### src/rtl/noc_wormhole_switch_allocator_pkg.sv
// Shared types and constants for the 7-port 3D mesh wormhole allocator.
// Watchdog sizing lives here; it only matters when SA_WATCHDOG_EN is set.
package noc_pkg;

  localparam int NPORT    = 7;
  localparam int PW       = 3;
  localparam int FLIT_W   = 40;
  localparam int WD_LIMIT = 64;
  localparam int WD_W     = $clog2(WD_LIMIT);

  typedef enum logic [PW-1:0] {
    P_E    = 3'd0,
    P_W    = 3'd1,
    P_N    = 3'd2,
    P_S    = 3'd3,
    P_PE   = 3'd4,
    P_UP   = 3'd5,
    P_DOWN = 3'd6
  } port_e;

  localparam logic [1:0] FT_HDR  = 2'b11;
  localparam logic [1:0] FT_BODY = 2'b10;
  localparam logic [1:0] FT_TAIL = 2'b01;
  localparam logic [1:0] FT_IDLE = 2'b00;

  typedef enum logic {
    S_IDLE,
    S_LOCKED
  } sa_state_e;

  function automatic logic [1:0] ftype(
    input logic [2*NPORT-1:0] t,
    input int                 i
  );
    return t[2*i +: 2];
  endfunction

  function automatic logic [PW-1:0] froute(
    input logic [PW*NPORT-1:0] r,
    input int                  i
  );
    return r[PW*i +: PW];
  endfunction

  function automatic logic [PW-1:0] nxt_port(
    input logic [PW-1:0] p
  );
    return (p == PW'(NPORT-1)) ? '0 : p + 1'b1;
  endfunction

endpackage

### src/rtl/noc_wormhole_switch_allocator_if.sv
// Allocator-side bundle: FIFO heads, downstream ready, pops, crossbar ctl.
// master = FIFO/route/crossbar side, slave = the allocator.
interface noc_wormhole_switch_allocator_if;
  import noc_pkg::*;

  logic [NPORT-1:0]    in_valid;
  logic [2*NPORT-1:0]  in_type;
  logic [PW*NPORT-1:0] in_route;
  logic [NPORT-1:0]    out_ready;
  logic [NPORT-1:0]    in_pop;
  logic [NPORT-1:0]    out_valid;
  logic [PW*NPORT-1:0] out_sel;
  logic [NPORT-1:0]    out_busy;
  logic                err_proto;

  modport master (
    output in_valid, in_type, in_route, out_ready,
    input  in_pop, out_valid, out_sel, out_busy, err_proto
  );

  modport slave (
    input  in_valid, in_type, in_route, out_ready,
    output in_pop, out_valid, out_sel, out_busy, err_proto
  );

endinterface

### src/rtl/noc_wormhole_switch_allocator_rr_arbiter.sv
// Combinational 7-way round-robin pick.
// Search starts at ptr and wraps from the last port back to 0.
module noc_rr_arbiter
  import noc_pkg::*;
(
  input  logic [NPORT-1:0] req,
  input  logic [PW-1:0]    ptr,
  output logic             grant_valid,
  output logic [PW-1:0]    grant_idx
);

  logic [PW:0]   w_sum;
  logic [PW-1:0] w_c;

  // first requester at or after ptr, modulo NPORT
  always_comb begin
    grant_valid = 1'b0;
    grant_idx   = '0;
    w_sum       = '0;
    w_c         = '0;
    for (int k = 0; k < NPORT; k++) begin
      w_sum = {1'b0, ptr} + (PW+1)'(k);
      if (w_sum >= (PW+1)'(NPORT))
        w_sum = w_sum - (PW+1)'(NPORT);
      w_c = w_sum[PW-1:0];
      if (!grant_valid && req[w_c]) begin
        grant_valid = 1'b1;
        grant_idx   = w_c;
      end
    end
  end

endmodule

### src/rtl/noc_wormhole_switch_allocator.sv
// Wormhole switch allocator: per-output RR grant, lock until tail.
// Optional stall watchdog: define SA_WATCHDOG_EN.
module noc_wormhole_switch_allocator (
  input logic clk,
  input logic rst,
  noc_wormhole_switch_allocator_if.slave bus
);
  import noc_pkg::*;

  sa_state_e        r_state [NPORT];
  sa_state_e        w_state [NPORT];
  logic [PW-1:0]    r_owner [NPORT];
  logic [PW-1:0]    w_owner [NPORT];
  logic [PW-1:0]    r_ptr   [NPORT];
  logic [PW-1:0]    w_ptr   [NPORT];
  logic [PW-1:0]    r_dest  [NPORT];
  logic [PW-1:0]    w_dest  [NPORT];
  logic [NPORT-1:0] r_hdr, w_hdr;
  logic [NPORT-1:0] r_lock, w_lock;
  logic             r_err, w_err;

  logic [NPORT-1:0] w_req [NPORT];
  logic [NPORT-1:0] w_gv;
  logic [PW-1:0]    w_gi  [NPORT];
  logic [NPORT-1:0] w_fire;
  logic [1:0]       w_oft [NPORT];

`ifdef SA_WATCHDOG_EN
  logic [WD_W-1:0]  r_wd [NPORT];
  logic [WD_W-1:0]  w_wd [NPORT];
`endif

  // header requests from unlocked inputs to idle outputs
  always_comb begin
    for (int o = 0; o < NPORT; o++) begin
      for (int i = 0; i < NPORT; i++) begin
        w_req[o][i] = (r_state[o] == S_IDLE)
                    & bus.in_valid[i]
                    & ~r_lock[i]
                    & (ftype(bus.in_type, i) == FT_HDR)
                    & (froute(bus.in_route, i) == PW'(o));
      end
    end
  end

  // owner flit transfer and its type, per output
  always_comb begin
    for (int o = 0; o < NPORT; o++) begin
      w_oft[o]  = ftype(bus.in_type, int'(r_owner[o]));
      w_fire[o] = (r_state[o] == S_LOCKED)
                & bus.in_valid[r_owner[o]]
                & bus.out_ready[o];
    end
  end

  for (genvar g = 0; g < NPORT; g++) begin : g_out
    noc_rr_arbiter u_arb (
      .req         (w_req[g]),
      .ptr         (r_ptr[g]),
      .grant_valid (w_gv[g]),
      .grant_idx   (w_gi[g])
    );
    assign bus.out_sel[g*PW +: PW] = r_owner[g];
    assign bus.out_busy[g]         = (r_state[g] == S_LOCKED);
    assign bus.in_pop[g]           = r_lock[g]
                                   & bus.in_valid[g]
                                   & bus.out_ready[r_dest[g]];
  end

  assign bus.out_valid = w_fire;
  assign bus.err_proto = r_err;

  // next-state: grant, transfer, tail release, protocol errors
  always_comb begin
    w_state = r_state;
    w_owner = r_owner;
    w_ptr   = r_ptr;
    w_dest  = r_dest;
    w_hdr   = r_hdr;
    w_lock  = r_lock;
    w_err   = 1'b0;
`ifdef SA_WATCHDOG_EN
    w_wd    = r_wd;
`endif
    for (int i = 0; i < NPORT; i++) begin
      if (bus.in_valid[i] && !r_lock[i] &&
          (ftype(bus.in_type, i) inside {FT_BODY, FT_TAIL}))
        w_err = 1'b1;
    end
    for (int o = 0; o < NPORT; o++) begin
      unique case (r_state[o])
        S_IDLE: begin
          if (w_gv[o]) begin
            w_state[o]       = S_LOCKED;
            w_owner[o]       = w_gi[o];
            w_hdr[o]         = 1'b0;
            w_lock[w_gi[o]]  = 1'b1;
            w_dest[w_gi[o]]  = PW'(o);
          end
`ifdef SA_WATCHDOG_EN
          w_wd[o] = '0;
`endif
        end
        S_LOCKED: begin
          if (w_fire[o]) begin
            w_hdr[o] = 1'b1;
            if (w_oft[o] == FT_HDR && r_hdr[o])
              w_err = 1'b1;
            if (w_oft[o] == FT_TAIL) begin
              w_state[o]         = S_IDLE;
              w_ptr[o]           = nxt_port(r_owner[o]);
              w_lock[r_owner[o]] = 1'b0;
            end
          end
`ifdef SA_WATCHDOG_EN
          if (w_fire[o]) begin
            w_wd[o] = '0;
          end else if (!bus.in_valid[r_owner[o]]) begin
            if (r_wd[o] == WD_W'(WD_LIMIT-1)) begin
              w_state[o]         = S_IDLE;
              w_ptr[o]           = nxt_port(r_owner[o]);
              w_lock[r_owner[o]] = 1'b0;
              w_err              = 1'b1;
              w_wd[o]            = '0;
            end else begin
              w_wd[o] = r_wd[o] + 1'b1;
            end
          end
`endif
        end
        default: ;
      endcase
    end
  end

  // state, owner, pointer and lock table registers
  always_ff @(posedge clk or negedge rst) begin
    if (!rst) begin
      for (int o = 0; o < NPORT; o++) begin
        r_state[o] <= S_IDLE;
        r_owner[o] <= '0;
        r_ptr[o]   <= PW'(P_E);
        r_dest[o]  <= '0;
`ifdef SA_WATCHDOG_EN
        r_wd[o]    <= '0;
`endif
      end
      r_hdr  <= '0;
      r_lock <= '0;
      r_err  <= 1'b0;
    end else begin
      r_state <= w_state;
      r_owner <= w_owner;
      r_ptr   <= w_ptr;
      r_dest  <= w_dest;
`ifdef SA_WATCHDOG_EN
      r_wd    <= w_wd;
`endif
      r_hdr   <= w_hdr;
      r_lock  <= w_lock;
      r_err   <= w_err;
    end
  end

endmodule
### src/flat_wrapper.sv
// flat-port wrapper written by rule: the top's interface ports become plain ports
module noc_wormhole_switch_allocator_flat import noc_pkg::*;
  (clk, rst, bus_in_valid, bus_in_type, bus_in_route, bus_out_ready, bus_in_pop, bus_out_valid, bus_out_sel, bus_out_busy, bus_err_proto);
  noc_wormhole_switch_allocator_if bus_i ();
  input logic clk;
  input logic rst;
  input wire logic [$bits(bus_i.in_valid)-1:0] bus_in_valid;
  input wire logic [$bits(bus_i.in_type)-1:0] bus_in_type;
  input wire logic [$bits(bus_i.in_route)-1:0] bus_in_route;
  input wire logic [$bits(bus_i.out_ready)-1:0] bus_out_ready;
  output wire logic [$bits(bus_i.in_pop)-1:0] bus_in_pop;
  output wire logic [$bits(bus_i.out_valid)-1:0] bus_out_valid;
  output wire logic [$bits(bus_i.out_sel)-1:0] bus_out_sel;
  output wire logic [$bits(bus_i.out_busy)-1:0] bus_out_busy;
  output wire logic [$bits(bus_i.err_proto)-1:0] bus_err_proto;
  assign bus_i.in_valid = bus_in_valid;
  assign bus_i.in_type = bus_in_type;
  assign bus_i.in_route = bus_in_route;
  assign bus_i.out_ready = bus_out_ready;
  assign bus_in_pop = bus_i.in_pop;
  assign bus_out_valid = bus_i.out_valid;
  assign bus_out_sel = bus_i.out_sel;
  assign bus_out_busy = bus_i.out_busy;
  assign bus_err_proto = bus_i.err_proto;
  noc_wormhole_switch_allocator u_core (.clk(clk), .rst(rst), .bus(bus_i));
endmodule
### config.mk
export PLATFORM = sky130hd
export DESIGN_NAME = noc_wormhole_switch_allocator_flat
export DESIGN_NICKNAME = d
export VERILOG_FILES = /design/src/rtl/noc_wormhole_switch_allocator_pkg.sv /design/src/rtl/noc_wormhole_switch_allocator_if.sv /design/src/rtl/noc_wormhole_switch_allocator_rr_arbiter.sv /design/src/rtl/noc_wormhole_switch_allocator.sv /design/src/flat_wrapper.sv
export SDC_FILE = /design/constraint.sdc
export NUM_CORES = 1
export LEC_CHECK = 0
export ABC_CLOCK_PERIOD_IN_PS = 5800
export CAP_MARGIN = 20
export CORE_MARGIN = 3
export CORE_UTILIZATION = 55
export CTS_BUF_LIST = sky130_fd_sc_hd__clkbuf_8
export DETAILED_ROUTE_END_ITERATION = 6
export DONT_BUFFER_PORTS = 1
export PLACE_DENSITY_LB_ADDON = 0.08
export SYNTH_ARGS = -nofsm -noshare
export SYNTH_HDL_FRONTEND = slang
export SYNTH_HIERARCHICAL = 1
export SYNTH_SLANG_ARGS = --single-unit
export TNS_END_PERCENT = 1
### constraint.sdc
create_clock -name clk -period 5.8 [get_ports clk]
set_clock_uncertainty 0.15 [all_clocks]
set_input_delay 1.74 -clock clk [delete_from_list [all_inputs] [get_ports clk]]
set_output_delay 1.74 -clock clk [all_outputs]
set_load 0.02 [all_outputs]
==> out/results.txt <==
result of the run: finished, final reports clean
Initial Util: 0.5633
via count of the first global-routing pass: 17598
total clock buffers created by CTS: 9
Layout Cell Area excl Fill: 19350 µm²
clock transition time at the flip-flop clock pins of the worst setup and hold paths: 0.09 ns
Non-Filler Instances: 2677
Post-synth EDFFs: 0
delay of the slowest critical-path stage: 0.53 ns
syn_nets: 2308
max-cap violation count: 0
HPWL reported at the end of detailed placement: 51070 µm
GR Util All Layers: 0.3830
DR pass1 iterations: 5
row count: 64
proportion of total power due to net switching: 0.5436
register area share after synthesis: 0.1225
proportion of netlist area held by the largest area contributor: 0.1225
DIE AREA: 33740 µm²
final critical-path share of the clock period: 0.9591
final estimated routing congestion in global placement: 1.058
net switching power figure: 0.007234 W
floorplan die width: 183.7 µm
library cell appearing most often on the critical path: sky130_fd_sc_hd__buf_4
count of pins over their slew limit: 0
total count of hold-check failures in the final report: 0
detailed-route wire length: 66750 µm
Fmax achieved: 0.1798 GHz
CTS H-tree depth: 3
post-route DRC violation count: 0
Cell variety after synth: 98
average instance area after synthesis: 8.043 µm²
global-route wire length before repair: 102500 µm
Syn Inst Count: 2159
Placed Instances: 2660
Hold WC Path Type: reg2reg
area added between synthesis and finish: 11.43%
maximum fanout along the worst path: 10
cell types occupying the most area after synthesis: sky130_fd_sc_hd__dfrtp_1, sky130_fd_sc_hd__mux2i_1, sky130_fd_sc_hd__ha_1
number of setup violations in the final report: 0
Final Net Count: 2425
highest ir drop seen on vdd: 0.3602 mV
share of synthesized flip-flops with an asynchronous set or reset: 1.000
internal power: 0.006073 W
Static Leak: 7.916 nW
First DRT Iteration DRCs: 2221
required time of the critical path: 5.93 ns
relative contribution of the clock network to total power: 0.042
total number of clock tree sinks: 85
largest net degree at the start of global routing: 86
Most used DFF post-synth: sky130_fd_sc_hd__dfrtp_1
total via count after detailed routing: 18804
relative contribution of sequential cells to total power: 0.119
buffers plus inverters on the worst setup path: 2
count of state elements after synthesis: 85
Worst Path Class, Setup: in2reg
number of antenna violations at the first check in global routing: 1
CTS tree: built
hold buffer count at cts: 0
Routed wire per std cell: 24.93 µm
clock root buffer: sky130_fd_sc_hd__clkbuf_8
Core Footprint: 30830 µm²
most frequent cells after synthesis: sky130_fd_sc_hd__nand2_1, sky130_fd_sc_hd__mux2i_1, sky130_fd_sc_hd__nor2_1
n_diodes: 0
cells traversed along the worst timing path: ha_1, nand4bb_1, buf_4, nor3_1, buf_4, mux4_2, and2_4, or2_0, or3_4, nand4b_1, o2111ai_1, nor2_1, nand2b_1, nand2_1, or4_1, a31oi_1, a31o_1, o31ai_2
clock latency of the later-clocked register in the worst-skew pair: 0.40 ns
final core occ: 0.6277
fraction of layout instances using a drive strength above 1: 0.2074
arrival time at the worst endpoint: 5.69 ns
library cell occupying the most area in the post-synthesis netlist: sky130_fd_sc_hd__dfrtp_1
gr ovfl total: 0
family of cells with the greatest summed delay on the critical path: simple AND/OR/NAND/NOR gates
I/O pin count: 94
Via density: 7.024
yosys synthesis warning count: 6
Post-Place Cell Area: 19050 µm²
vertical die dimension: 183.7 µm
buffer depth of the longest clock path: 2
count of nets left with antenna violations after detail routing: 0
critical-path cell with the highest stage delay: sky130_fd_sc_hd__or4_1
crit path time final: 5.563 ns
CP Capture Type: register
Max transition margin: 0.3478
power density over the cells: 687.7 nW/µm²
startpoint types: input port
Gate power share: 0.839
slew of the pin with the lowest slew margin: 0.9783 ns
count of input and output buffers: 0
netlist area before placement: 17370 µm²
most frequent cell after synthesis: sky130_fd_sc_hd__nand2_1
==> metrics by stage <==
step / power [W] / setup WS (ns) / hold slack, ns / setup TNS (ns)
6_report: 0.01331 / 0.2371 / 0.3409 / 0
4_1_cts: 0.01296 / 0.1155 / 0.3425 / 0
5_1_grt: 0.01425 / -0.01400 / 0.3611 / -0.02782
3_3_place_gp: 0.01214 / -0.1925 / 0.3130 / -0.7477
2_1_floorplan: 0.009148 / 0.01188 / 0.2976 / 0
3_5_place_dp: 0.01234 / -0.2548 / 0.3208 / -1.152
==> path summary, 6_finish.rpt <==
path / startpoint / endpoint / slack, ns / depth (start not counted)
setup / recovery: bus_in_type[4] / u_core/r_lock[1]$_DFF_PN0_ / 0.24 / 18
hold / removal: u_core/r_hdr[5]$_DFFE_PN0P_ / u_core/r_hdr[5]$_DFFE_PN0P_ / 0.34 / 1
setup reg to reg: u_core/r_ptr[4]$_DFFE_PN0P_ / u_core/r_lock[1]$_DFF_PN0_ / 0.47 / 18
hold reg to reg: u_core/r_hdr[5]$_DFFE_PN0P_ / u_core/r_hdr[5]$_DFFE_PN0P_ / 0.34 / 1
max in group asynchronous: rst / u_core/bus.out_sel[3]$_DFFE_PN0P_ / 4.50 / 0
min in group asynchronous: rst / u_core/r_dest[7]$_DFF_PN0_ / 0.88 / 0
==> sequential cells by signal, summed over array words and instances, names as in the netlist <==
name / cells
u_core/r_lock: 7
u_core/r_hdr: 7
u_core/r_dest: 21
u_core/bus.err_proto: 1
u_core/bus.out_busy: 7
u_core/r_ptr: 21
u_core/bus.out_sel: 21
==> worst reg2reg max path: stages (launching register included) <==
cell                        delay (ns)
sky130_fd_sc_hd__dfrtp_1          0.54
sky130_fd_sc_hd__ha_1             0.43
sky130_fd_sc_hd__ha_1             0.28
sky130_fd_sc_hd__nor2_1           0.38
sky130_fd_sc_hd__mux2_2           0.44
sky130_fd_sc_hd__mux4_2           0.43
sky130_fd_sc_hd__nand2_1          0.13
sky130_fd_sc_hd__nand2_1          0.10
sky130_fd_sc_hd__buf_4            0.16
sky130_fd_sc_hd__or3_4            0.41
sky130_fd_sc_hd__nand4b_1         0.19
sky130_fd_sc_hd__o2111ai_1        0.19
sky130_fd_sc_hd__nor2_1           0.13
sky130_fd_sc_hd__nand2b_1         0.23
sky130_fd_sc_hd__nand2_1          0.12
sky130_fd_sc_hd__or4_1            0.53
sky130_fd_sc_hd__a31oi_1          0.16
sky130_fd_sc_hd__a31o_1           0.13
sky130_fd_sc_hd__o31ai_2          0.08
==> final cells by class <==
| class | instances | area (µm²) |
|---|---|---|
| inverter | 102 | 382.9 |
| clock buffer | 10 | 137.6 |
| multi-input combinational | 1844 | 14260 |
| clock inverter | 6 | 118.9 |
| sequential | 85 | 2127 |
| tap | 396 | 495.5 |
| timing repair buffer | 234 | 1832 |
| fill | 2780 | 11480 |
==> kinds of logic (layout without fill, tap and decap cells) <==
kind of cell	count (synthesis)	count (layout)	share of synthesized area
fa+ha+maj	98	98	0.07364
mux	323	323	0.2233
flops	85	85	0.1225
xor+xnor	70	70	0.03531
compound gates	545	545	0.2291
buf+inv	230	352	0.05959
simple gates	808	808	0.2566
==> routing by layer <==
metal  track usage  part of all wire  up-vias
li1              -                 -     8486
met1        0.5241              0.41     9064
met2        0.5845              0.43     1072
met3        0.1013              0.12      182
met4        0.1379             0.041        0
met5             0                 0        -
==> power groups by stage <==
stage,clock [W],combinational (W),sequential [W]
floorplan,0,0.00797,0.00118
global placement,0,0.0106,0.00156
detailed placement,0,0.0108,0.00157
CTS,0.000562,0.0108,0.00156
global route,0.000584,0.0120,0.00163
finish,0.000560,0.0112,0.00159
==> placed cells by master, fill, tap and decap left out, drive strengths merged, types with 22 or more instances in the layout <==
| master | Yosys | final |
|---|---|---|
| nand3 | 59 | 59 |
| nand2b | 59 | 59 |
| mux4 | 38 | 38 |
| xnor2 | 56 | 56 |
| o21ai | 94 | 94 |
| mux2 | 111 | 111 |
| nor3 | 67 | 67 |
| o211ai | 39 | 39 |
| inv | 102 | 103 |
| and3 | 26 | 26 |
| dfrtp | 85 | 85 |
| a31oi | 26 | 26 |
| buf | 74 | 234 |
| mux2i | 174 | 174 |
| nand2 | 175 | 175 |
| a21oi | 84 | 84 |
| nor4 | 33 | 33 |
| a221oi | 36 | 36 |
| nand3b | 29 | 29 |
| nor2 | 149 | 149 |
| nand4b | 26 | 26 |
| a211o | 22 | 22 |
| ha | 91 | 91 |
| nor2b | 43 | 43 |
==> what timing repair did <==
item / 4_1_cts / 5_1_grt
gates resized for setup: 0 / 7
buffers inserted: 0 / 1
setup endpoints to repair: 0 / 10
No activity file was read; power rests on OpenSTA's default activity.
